**config.mk**
```make
export PLATFORM = sky130hd
export DESIGN_NAME = wb_reg_slave
export DESIGN_NICKNAME = d
export VERILOG_FILES = /design/src/rtl/wb_reg_slave.sv
export SDC_FILE = /design/constraint.sdc
export NUM_CORES = 1
export LEC_CHECK = 0
export ABC_AREA = 1
export BUFFER_PORTS_ARGS = -buffer_cell sky130_fd_sc_hd__buf_4
export CORE_AREA = 10 10 278 147
export DETAILED_ROUTE_END_ITERATION = 16
export DIE_AREA = 0 0 288 157
export SLEW_MARGIN = 20
export SYNTH_ARGS = -nofsm -noshare
export SYNTH_HDL_FRONTEND = slang
export SYNTH_SLANG_ARGS = --single-unit
```
**constraint.sdc**
```tcl
create_clock -name wb_clk_i -period 2 [get_ports wb_clk_i]
set_input_delay 0.1 -clock wb_clk_i [delete_from_list [all_inputs] [get_ports wb_clk_i]]
set_output_delay 0.1 -clock wb_clk_i [all_outputs]
set_load 0.02 [all_outputs]
```
**src/rtl/wb_reg_slave.sv**
```systemverilog
// Wishbone classic register responder: CTRL/SCRATCH/COMPARE/COUNTER/STATUS/ID map
// with a configurable number of wait states ahead of the acknowledge.
// state | meaning
// IDLE  | waiting for cyc & stb; request captured here
// WAIT  | counting down wait states; dropped request aborts without commit
// ACK   | single-cycle acknowledge; request ignored
`timescale 1ns/1ps
module wb_reg_slave #(
    parameter int unsigned ACK_WAIT = 0,
    parameter logic [31:0] ID_VALUE = 32'h5742_0001
) (
    input  logic        wb_clk_i,
    input  logic        wb_rst_i,
    input  logic [11:0] wb_adr_i,
    input  logic [31:0] wb_dat_i,
    output logic [31:0] wb_dat_o,
    input  logic        wb_we_i,
    input  logic [3:0]  wb_sel_i,
    input  logic        wb_stb_i,
    input  logic        wb_cyc_i,
    output logic        wb_ack_o
);

    localparam logic [9:0] A_CTRL    = 10'h000;
    localparam logic [9:0] A_SCRATCH = 10'h001;
    localparam logic [9:0] A_COMPARE = 10'h002;
    localparam logic [9:0] A_COUNTER = 10'h040;
    localparam logic [9:0] A_STATUS  = 10'h041;
    localparam logic [9:0] A_ID      = 10'h07F;

    localparam logic [7:0] WAIT_LOAD = (ACK_WAIT > 0) ? 8'(ACK_WAIT - 1) : 8'd0;

    typedef enum logic [1:0] {
        ST_IDLE = 2'd0,
        ST_WAIT = 2'd1,
        ST_ACK  = 2'd2
    } state_t;

    state_t      state_q, state_d;
    logic [7:0]  wait_cnt_q, wait_cnt_d;
    logic [9:0]  adr_q;
    logic        we_q;
    logic [3:0]  sel_q;
    logic [31:0] dat_q;

    logic        en_q;
    logic [31:0] scratch_q;
    logic [31:0] compare_q;
    logic [31:0] counter;
    logic        match_q;

    logic        req;
    logic        capture;
    logic        commit;
    logic [9:0]  c_adr;
    logic        c_we;
    logic [3:0]  c_sel;
    logic [31:0] c_dat;
    logic        wr_ctrl, wr_scratch, wr_compare, wr_status;
    logic        clr_pulse, w1c, match_hit, rd_commit;
    logic [31:0] rd_data;

    logic        unused_adr_bits;
    assign unused_adr_bits = ^wb_adr_i[1:0];

    function automatic logic [31:0] byte_merge(input logic [31:0] old_val,
                                               input logic [31:0] new_val,
                                               input logic [3:0]  be);
        logic [31:0] r;
        r = old_val;
        for (int b = 0; b < 4; b++) begin
            if (be[b]) r[8*b +: 8] = new_val[8*b +: 8];
        end
        return r;
    endfunction

    assign req      = wb_cyc_i & wb_stb_i;
    assign wb_ack_o = (state_q == ST_ACK);

    always_comb begin
        state_d    = state_q;
        wait_cnt_d = wait_cnt_q;
        capture    = 1'b0;
        commit     = 1'b0;
        case (state_q)
            ST_IDLE: begin
                if (req) begin
                    capture = 1'b1;
                    if (ACK_WAIT == 0) begin
                        commit  = 1'b1;
                        state_d = ST_ACK;
                    end else begin
                        state_d    = ST_WAIT;
                        wait_cnt_d = WAIT_LOAD;
                    end
                end
            end
            ST_WAIT: begin
                if (!req) begin
                    state_d = ST_IDLE;
                end else if (wait_cnt_q == 8'd0) begin
                    commit  = 1'b1;
                    state_d = ST_ACK;
                end else begin
                    wait_cnt_d = wait_cnt_q - 8'd1;
                end
            end
            ST_ACK:  state_d = ST_IDLE;
            default: state_d = ST_IDLE;
        endcase
    end

    // With zero wait states the commit happens on the capture edge, so use the live bus.
    assign c_adr = (state_q == ST_IDLE) ? wb_adr_i[11:2] : adr_q;
    assign c_we  = (state_q == ST_IDLE) ? wb_we_i        : we_q;
    assign c_sel = (state_q == ST_IDLE) ? wb_sel_i       : sel_q;
    assign c_dat = (state_q == ST_IDLE) ? wb_dat_i       : dat_q;

    assign wr_ctrl    = commit & c_we & (c_adr == A_CTRL);
    assign wr_scratch = commit & c_we & (c_adr == A_SCRATCH);
    assign wr_compare = commit & c_we & (c_adr == A_COMPARE);
    assign wr_status  = commit & c_we & (c_adr == A_STATUS);
    assign rd_commit  = commit & ~c_we;
    assign clr_pulse  = wr_ctrl & c_sel[0] & c_dat[1];
    assign w1c        = wr_status & c_sel[0] & c_dat[0];
    assign match_hit  = en_q & (counter == compare_q);

    always_comb begin
        rd_data = 32'd0;
        case (c_adr)
            A_CTRL:    rd_data = {31'd0, en_q};
            A_SCRATCH: rd_data = scratch_q;
            A_COMPARE: rd_data = compare_q;
            A_COUNTER: rd_data = counter;
            A_STATUS:  rd_data = {31'd0, match_q};
            A_ID:      rd_data = ID_VALUE;
            default:   rd_data = 32'd0;
        endcase
    end

    always_ff @(posedge wb_clk_i) begin
        if (wb_rst_i) begin
            state_q    <= ST_IDLE;
            wait_cnt_q <= 8'd0;
            adr_q      <= 10'd0;
            we_q       <= 1'b0;
            sel_q      <= 4'd0;
            dat_q      <= 32'd0;
            en_q       <= 1'b0;
            scratch_q  <= 32'd0;
            compare_q  <= 32'hFFFF_FFFF;
            counter    <= 32'd0;
            match_q    <= 1'b0;
            wb_dat_o   <= 32'd0;
        end else begin
            state_q    <= state_d;
            wait_cnt_q <= wait_cnt_d;
            if (capture) begin
                adr_q <= wb_adr_i[11:2];
                we_q  <= wb_we_i;
                sel_q <= wb_sel_i;
                dat_q <= wb_dat_i;
            end
            if (wr_ctrl && c_sel[0]) en_q <= c_dat[0];
            if (wr_scratch) scratch_q <= byte_merge(scratch_q, c_dat, c_sel);
            if (wr_compare) compare_q <= byte_merge(compare_q, c_dat, c_sel);
            if (clr_pulse) begin
                counter <= 32'd0;
            end else if (en_q) begin
                counter <= counter + 32'd1;
            end
            // A fresh match outranks a simultaneous clear request.
            match_q <= match_hit | (match_q & ~w1c);
            if (rd_commit) wb_dat_o <= rd_data;
        end
    end

endmodule

```
Yosys cells after proc, flatten, opt, wreduce, memory -nomap -nowiden

Cells that the tools add are included.

Output and inout port bits: 33
Input bits: 53
Register bits: 187

$add $sub $neg: 2
Bitwise logic cells: 17
Equality and inequality tests: 10
Reduce and logical (&&, ||, !) cells: 15
Muxes and demuxes: 14

Operators with widths:

| kind                  | count |
|---|---|
| $pmux 32 s6           | 1 |
| $add 32x1->32 const B | 1 |
| $eq 32x32->1          | 1 |
| $mux 32               | 1 |
| $eq 10x7->1 const B   | 3 |
| $reduce_and 2->1      | 9 |
| $and 1x1->1           | 13 |
| $eq 10x1->1 const B   | 1 |
| $eq 10x2->1 const B   | 1 |
| $logic_not 10->1      | 1 |
| $mux 10               | 1 |
| $logic_not 8->1       | 1 |
| $sub 8x1->8 const B   | 1 |
| $mux 2                | 3 |
| $mux 1                | 5 |
| $mux 4                | 1 |
| $pmux 2 s2            | 1 |
| $ne 3x3->1 const B    | 1 |
| $not 1->1             | 3 |
| $reduce_and 3->1      | 1 |
| $eq 2x1->1 const B    | 1 |
| $eq 2x2->1 const B    | 1 |
| $logic_not 2->1       | 1 |
| $ne 2x2->1 const B    | 1 |
| 4 further kinds       | 4 |

Logic depth before layout (Yosys ltp)

Gate-level depths: netlist (run 1).

Word-level depth: 11
Mapped depth: 14
Depth with buffers taken out: 13

Worst setup path before layout (run 1)

No wires, ideal clock.

Kind: register -> register
Start point: register state_q[1]
End point: register compare_q[29]
Slack: 0.043 ns
Setup time: 0.121 ns
Cell stages (with the launch flop): 10
Arrival time: 1.836 ns
Clock period less this slack: 1.957 ns
Buffers on the path: 2
Cell sequence: dfxtp_1 buf_4 nand3_2 nand2_2 nand2_2 nor3_4 nand3_2 buf_2 a21oi_1 o21ai_1

Cells in the longest elaborated chain, start to end: 5
Elaborated cells between the ends (all ways): 11

RTL lines:

| item                                          | RTL line | RTL |
|---|---|---|
| start, declared                               | 39       | `state_t state_q, state_d;` |
| start signal, assigned                        | 156      | `state_q <= state_d;` |
| $logic_not 2->1 or $eq 2x1->1 (tied branches) | n/a      |  |
| $mux 10, or another cell as far along         | 114      | `assign c_adr = (state_q == ST_IDLE) ? wb_adr_i[11:2] : adr_q;` |
| $eq 10x2->1 or $and 1x1->1 (tied branches)    | 121      | `assign wr_compare = commit & c_we & (c_adr == A_COMPARE);` |
| $and 1x1->1                                   | 121      |  |
| $reduce_and 2->1 (no source line)             | n/a      |  |
| end signal, assigned                          | 166      | `if (wr_compare) compare_q <= byte_merge(compare_q, c_dat, c_sel);` |
| end, declared                                 | 48       | `logic [31:0] compare_q;` |

Parallel ways exist; a longest one is shown, timed or not.
A chain may end at the register's enable or synchronous reset.

Final worst setup path (run 1)

Start point: register state_q[1]
End point: register counter[15]

Cells in the longest elaborated chain, start to end: 7
Elaborated cells between the ends (all ways): 13

RTL lines:

| item                                            | RTL line     | RTL |
|---|---|---|
| $eq 2x1->1 or $logic_not 2->1 (tied branches)   | 85, 114, 115 |  |
| $pmux 1 s2, or another cell as far along        | 85           | `case (state_q)` |
| $and 1x1->1 or $logic_not 10->1 (tied branches) | 119          | `assign wr_ctrl = commit & c_we & (c_adr == A_CTRL);` |
| $and 1x1->1                                     | 119          |  |
| $and 1x1->1                                     | 124          | `assign clr_pulse = wr_ctrl & c_sel[0] & c_dat[1];` |
| $and 1x1->1 *                                   | 124          |  |
| $reduce_or 2->1 (no source line) *              | n/a          |  |
| end signal, assigned                            | 170          | `counter <= counter + 32'd1;` |
| end, declared                                   | 49           | `logic [31:0] counter;` |

Every way passes the cells marked *; elsewhere a longest branch is shown, timed or not.

==> run_results.csv, run 1 <==
group,metric,value,unit
run_status,status,"completed",
yosys,synth_cells,1281,
power,power.density,650.5,mW/mm2
routing,drt-initial-drc-count,884,
die,num_io_pins,86,
critical_path,slowest_delay,0.39,ns
placement,gp_congestion,0.9932,
cells_and_area,nNetsFinal,1505,
routing,num_vias,9387,
power,p_leak,4.831,nW
timing,tightestPinTransition,0.5805,ns
cells_and_area,final_cell_area,0.01184,mm2
clock_tree,clk_latency,0.45,ns
min_path,min_path_type,"in -> reg",
clock_tree,cts_tree,"yes",
yosys,synth-async-reset-ratio,0,
timing,max_freq,525.4,MHz
cells_and_area,final_layout_size_suffix_gt1_frac,0.1851,
clock_tree,clk_pin_slew_worst_paths,0.07,ns
critical_path,worstSetupPathType,"reg -> reg",
global_route,grt_usage,0.1456,
routing,drc,0,
timing,fin_setup_tns,0,ns
timing,period_needed,1.903,ns
yosys,ys_top_cells_by_area,"dfxtp_1 40%, nand2_1 11%, nand3_1 8.2%",
global_route,use_met2,0.1952,
placement,portBuffers,83,
routing,drt.antenna.violating_nets,0,
yosys,synth_area_per_cell,6.936,um2
yosys,ys.flop_type,"dfxtp_1",
timing,fin_crit_sh,0.9516,
critical_path,cp_top_family,"simple AND/OR/NAND/NOR gates",
critical_path,path_buf_inv,3,
critical_path,worst_ep_arrival_time,2.25,ns
cells_and_area,final_util,0.3251,
clock_tree,cts.htree.levels,4,
global_route,gr-usage-met1,0.2166,
clock_tree,numCtsBuffers,17,
routing,dr.pass1.iters,8,
yosys,synth.yosys.seq_area_share,0.3988,
yosys,synth-edff-count,0,
placement,placedCellCount,1875,
routing,routed_wl,33290,um
timing,setup_violations,0,
timing,hold_violations,0,
yosys,ys_ff_latch,177,
yosys,ys.warnings.count,0,
timing,drv_slew,0,
placement,place_area,0.01056,mm2
yosys,synthesis.area,0.008885,mm2
global_route,grt_first_pass_wirelength,51080,um
critical_path,crit_slowest_cell,"dfxtp_4",
yosys,syn_nets,1335,
timing,slew-limit-headroom,0.6130,
global_route,grt_overflow,0,
global_route,antenna_found_initial,0,
critical_path,cp_max_fo,16,
die,core,0.03641,mm2
global_route,grt_pass1_vias,8722,
power,vdd_ir_drop_max,0.3066,mV
die,rows,50,
die,start_util,0.2440,
yosys,yosysTopAreaCellShare,0.3988,
timing,fin_hold_ws,0.04036,ns
critical_path,cp_data_required_time,2.35,ns
clock_tree,cts_sinks,177,
flow_run,max_cap_viol_count,0,
critical_path,worstPathCellList,"buf_4 > nor2_4 > nand2_2 > a211oi_4 > buf_4 > nand3_1 > nand2_2 > clkbuf_16 > nor2_1",
timing,fin_ws,0.09675,ns
placement,hpwl,25590,um
power,power,7.701,mW
clock_tree,cts_max_path_buffers,2,
placement,pre_cts_slack,-0.04249,ns
die,die_x,288,um
die,fp.dieArea,0.04522,mm2
critical_path,ff2ff_setup_slack,0.1,ns
global_route,grt.busiest_layer,"met1",
yosys,yosys.area.top_type,"dfxtp_1",
timing,fin_worst_skew,0.01025,ns
global_route,grtUsageMet3,0.04808,
timing,rsz0062_at_grt,"true",
die,dieHeight,157,um
routing,viasPerCell,4.792,
critical_path,critPathLaunchType,"flip-flop",
yosys,ys_types,39,
clock_tree,root_buffer,"clkbuf_16",
yosys,ys_top_cells_by_count,"261 x nand2_1, 177 x dfxtp_1, 145 x nand3_1",
yosys,post-synth-top-count-cell,"nand2_1",
critical_path,critPathCaptureType,"flip-flop",
cells_and_area,syn_to_final_growth,33.23,%
global_route,grt_max_degree,52,
routing,wl_per_cell,16.99,um
cells_and_area,stdcell_count,1959,
[sequential cells by signal (all words and copies together), names as in the netlist]
signal	flops
state_q	1
dat_q	32
counter	32
wb_dat_o	32
scratch_q	32
sel_q	4
compare_q	32
adr_q	10
en_q	1
match_q	1
[path summary, 6_finish.rpt]
kind | cells past startpoint | endpoint | start
setup / recovery | 9 | counter[15] | state_q[1]
hold / removal | 4 | wb_dat_o[13] | wb_we_i
setup reg to reg | 9 | counter[15] | state_q[1]
hold reg to reg | 2 | scratch_q[13] | scratch_q[13]
[cell usage in the layout (no fill, tap or decap), types with 46 or more instances in the layout]
cell type | Yosys | final
nor2_1 | 141 | 135
nand4_1 | 49 | 49
dlygate4sd3_1 | 0 | 46
o21ai_0 | 82 | 82
dfxtp_1 | 177 | 175
a21oi_1 | 103 | 103
buf_4 | 9 | 160
nand3_1 | 145 | 141
nand2_1 | 261 | 254
inv_1 | 102 | 101
[where the power goes]
group | leakage (nW) | switching, mW | internal (mW)
Combinational | 3.12 | 0.447 | 0.304
Clock | 0.273 | 1.56 | 1.78
Sequential | 1.44 | 0.0305 | 3.58
Total | 4.83 | 2.04 | 5.66
[cell families (layout without fill, tap and decap cells)]
kind of cell | after synthesis | in the layout | synth area share
AOI/OAI and AO/OA | 217 | 217 | 0.1277
xor gates and xnor gates | 30 | 30 | 0.02957
adders and majority gates | 1 | 1 | 0.001408
buffers and inverters | 177 | 360 | 0.08351
DFF | 177 | 177 | 0.3988
muxes | 23 | 23 | 0.02591
other | 0 | 1 | 0
and+or+nand+nor | 656 | 656 | 0.3331
[cell type report]
cell class	instances	area [um2]
diodes	1	2.502
clock buffers	20	446.7
multi-input cells	927	4738
fillers	3947	24570
repair buffers	222	1952
flip-flops and latches	177	3548
inverters	106	405.4
well taps	494	618.1
clock inverters	12	126.4
[worst register-to-register path: cells and delay by family, from the launching register on]
family	cells	cell delay, ns
buffers and inverters	3	0.56
AOI/OAI and AO/OA	1	0.26
and+or+nand+nor	5	0.58
DFF	1	0.39
[timing repair]
action / CTS / global route
pin swaps: 2 / 1
setup buffers: 4 / 0
gates cloned: 0 / 1
setup endpoints to repair: 23 / 125
hold buffers: 46 / 0
resized for setup: 2 / 41
endpoints found under the hold margin: 66 / 0
[metal layers]
layer,part of all wire,wire (um)
met1,0.50,16780
met4,0.0094,313
met2,0.38,12740
met3,0.10,3370
met5,0.0026,88
(Power assumes the default switching activity.)
==> run 2: changes to the inputs <==
==> constraint.sdc (replaced) <==
create_clock -name wb_clk_i -period 2 [get_ports wb_clk_i]
set_input_delay 0.4 -clock wb_clk_i [delete_from_list [all_inputs] [get_ports wb_clk_i]]
set_output_delay 0.4 -clock wb_clk_i [all_outputs]
set_load 0.02 [all_outputs]
==> run 2 against run 1 <==
Count of clock-buffer cells in the layout decreased by 2. Critical endpoint is now counter[14]. Via count fell by 1.3%. Total power is 5.9% higher. Sequential share of layout area increased by 0.39 points. Highest routed layer is now met4. Fmax is 2.2% lower. Hold slack better by 0.10 ns.
==> run_results.csv, run 2 (synthesized netlist as in run 1, its figures left out) <==
group,metric,value,unit
run_status,status,"completed",
routing,num_vias,9268,
timing,fin_worst_skew,0.009963,ns
cells_and_area,diodes,0,
placement,portBuffers,83,
die,start_util,0.2440,
timing,max_freq,513.7,MHz
routing,drt-initial-drc-count,985,
die,num_io_pins,86,
global_route,grt_max_degree,52,
timing,rsz0062_at_grt,"true",
critical_path,critPathCaptureType,"flip-flop",
critical_path,cp_data_required_time,2.38,ns
clock_tree,clk_pin_slew_worst_paths,0.07,ns
cells_and_area,syn_to_final_growth,31.46,%
routing,routed_wl,33760,um
power,power,8.154,mW
routing,wl_per_cell,17.54,um
placement,pre_cts_slack,-0.07944,ns
timing,drv_slew,0,
timing,setup_violations,0,
global_route,grt_usage,0.1446,
global_route,grt_pass1_vias,8398,
cells_and_area,final_cell_area,0.01168,mm2
placement,gp_congestion,0.9223,
power,p_seq_frac,0.443,
clock_tree,cts_tree,"yes",
cells_and_area,nNetsFinal,1472,
flow_run,max_cap_viol_count,0,
critical_path,cp_max_fo,16,
clock_tree,cts_max_path_buffers,2,
routing,dr.pass1.iters,5,
timing,fin_hold_ws,0.1408,ns
power,combPwrFrac,0.088,
routing,drc,0,
power,swShare,0.2524,
clock_tree,numCtsBuffers,17,
power,p_leak,4.776,nW
timing,fin_crit_sh,0.9733,
cells_and_area,stdcell_count,1925,
cells_and_area,final_layout_size_suffix_gt1_frac,0.2020,
clock_tree,clk_latency,0.46,ns
timing,tightestPinTransition,0.5709,ns
power,clkPwrFrac,0.469,
global_route,antenna_found_initial,0,
placement,hpwl,25580,um
power,internal-power,6.096,mW
cells_and_area,final_common_cell,"nand2_1",
routing,met1Wirelength,17390,um
routing,wl_met3,3510,um
timing,slew-limit-headroom,0.6164,
critical_path,worstSetupPathType,"reg -> reg",
routing,drt.antenna.violating_nets,0,
die,fp.dieArea,0.04522,mm2
power,vdd_ir_drop_max,0.4948,mV
critical_path,critPathLaunchType,"flip-flop",
routing,routed-wl-met2,12610,um
die,dieHeight,157,um
critical_path,worst_ep_arrival_time,2.33,ns
placement,placedCellCount,1879,
timing,period_needed,1.947,ns
min_path,min_path_type,"in -> reg",
clock_tree,root_buffer,"clkbuf_16",
timing,fin_setup_tns,0,ns
timing,hold_violations,0,
power,p_sw,2.058,mW
global_route,grt_first_pass_wirelength,50390,um
die,die_x,288,um
cells_and_area,final_util,0.3208,
clock_tree,cts.htree.levels,4,
die,core,0.03641,mm2
routing,viasPerCell,4.815,
die,rows,50,
cells_and_area,layout_common_cells,"255 x nand2_1, 176 x dfxtp_1, 162 x buf_4",
routing,routed.top_layer,"met4",
placement,place_area,0.01059,mm2
power,power.density,698.1,mW/mm2
global_route,grt_overflow,0,
clock_tree,cts_sinks,177,
timing,fin_ws,0.05339,ns
run 2: timing repair:
action	CTS	global route
endpoints found under the setup margin	33	114
hold buffers	0	0
gates cloned	0	6
buffers inserted	0	8
endpoints found under the hold margin	0	0
gates resized for setup	3	50
pin swaps	1	9
run 2: power groups by stage:
stage	Sequential (mW)	Combinational, mW	Clock (mW)
finish	3.61	0.719	3.82
CTS	3.61	0.642	3.87
global placement	3.69	0.627	0
global route	3.62	0.780	4.03
detailed placement	3.69	0.636	0
floorplan	3.69	0.359	0
run 2: per-layer routing:
| layer | vias up | GRT usage |
|---|---|---|
| li1 | 4518 | - |
| met1 | 4369 | 0.2227 |
| met2 | 360 | 0.1875 |
| met3 | 21 | 0.04405 |
| met4 | 0 | 0.03012 |
| met5 | - | 0 |
run 2: critical path, cell delays in order, from the launching register on:
cell and delay, ns:
dfxtp_4 0.41, inv_6 0.06, buf_4 0.14, buf_4 0.16
or2_2 0.27, o21ai_0 0.10, inv_1 0.14, nand3_1 0.12
nand2_2 0.11, buf_12 0.17, nor3b_1 0.17
run 2: cell type report:
class	instances	area, um2
Inverter	106	402.9
Timing Repair Buffer	188	1715
Multi-Input combinational cell	928	4742
Clock buffer	18	429.2
Clock inverter	14	225.2
Sequential cell	177	3547
Tap cell	494	618.1
Fill cell	3912	24730
run 2: path summary, 6_finish.rpt:
path	start	to	slack, ns	cells past startpoint
max	state_q[1]	counter[14]	0.05	10
min	wb_dat_i[26]	dat_q[26]	0.14	3
max reg2reg	state_q[1]	counter[14]	0.05	10
min reg2reg	scratch_q[27]	scratch_q[27]	0.44	2
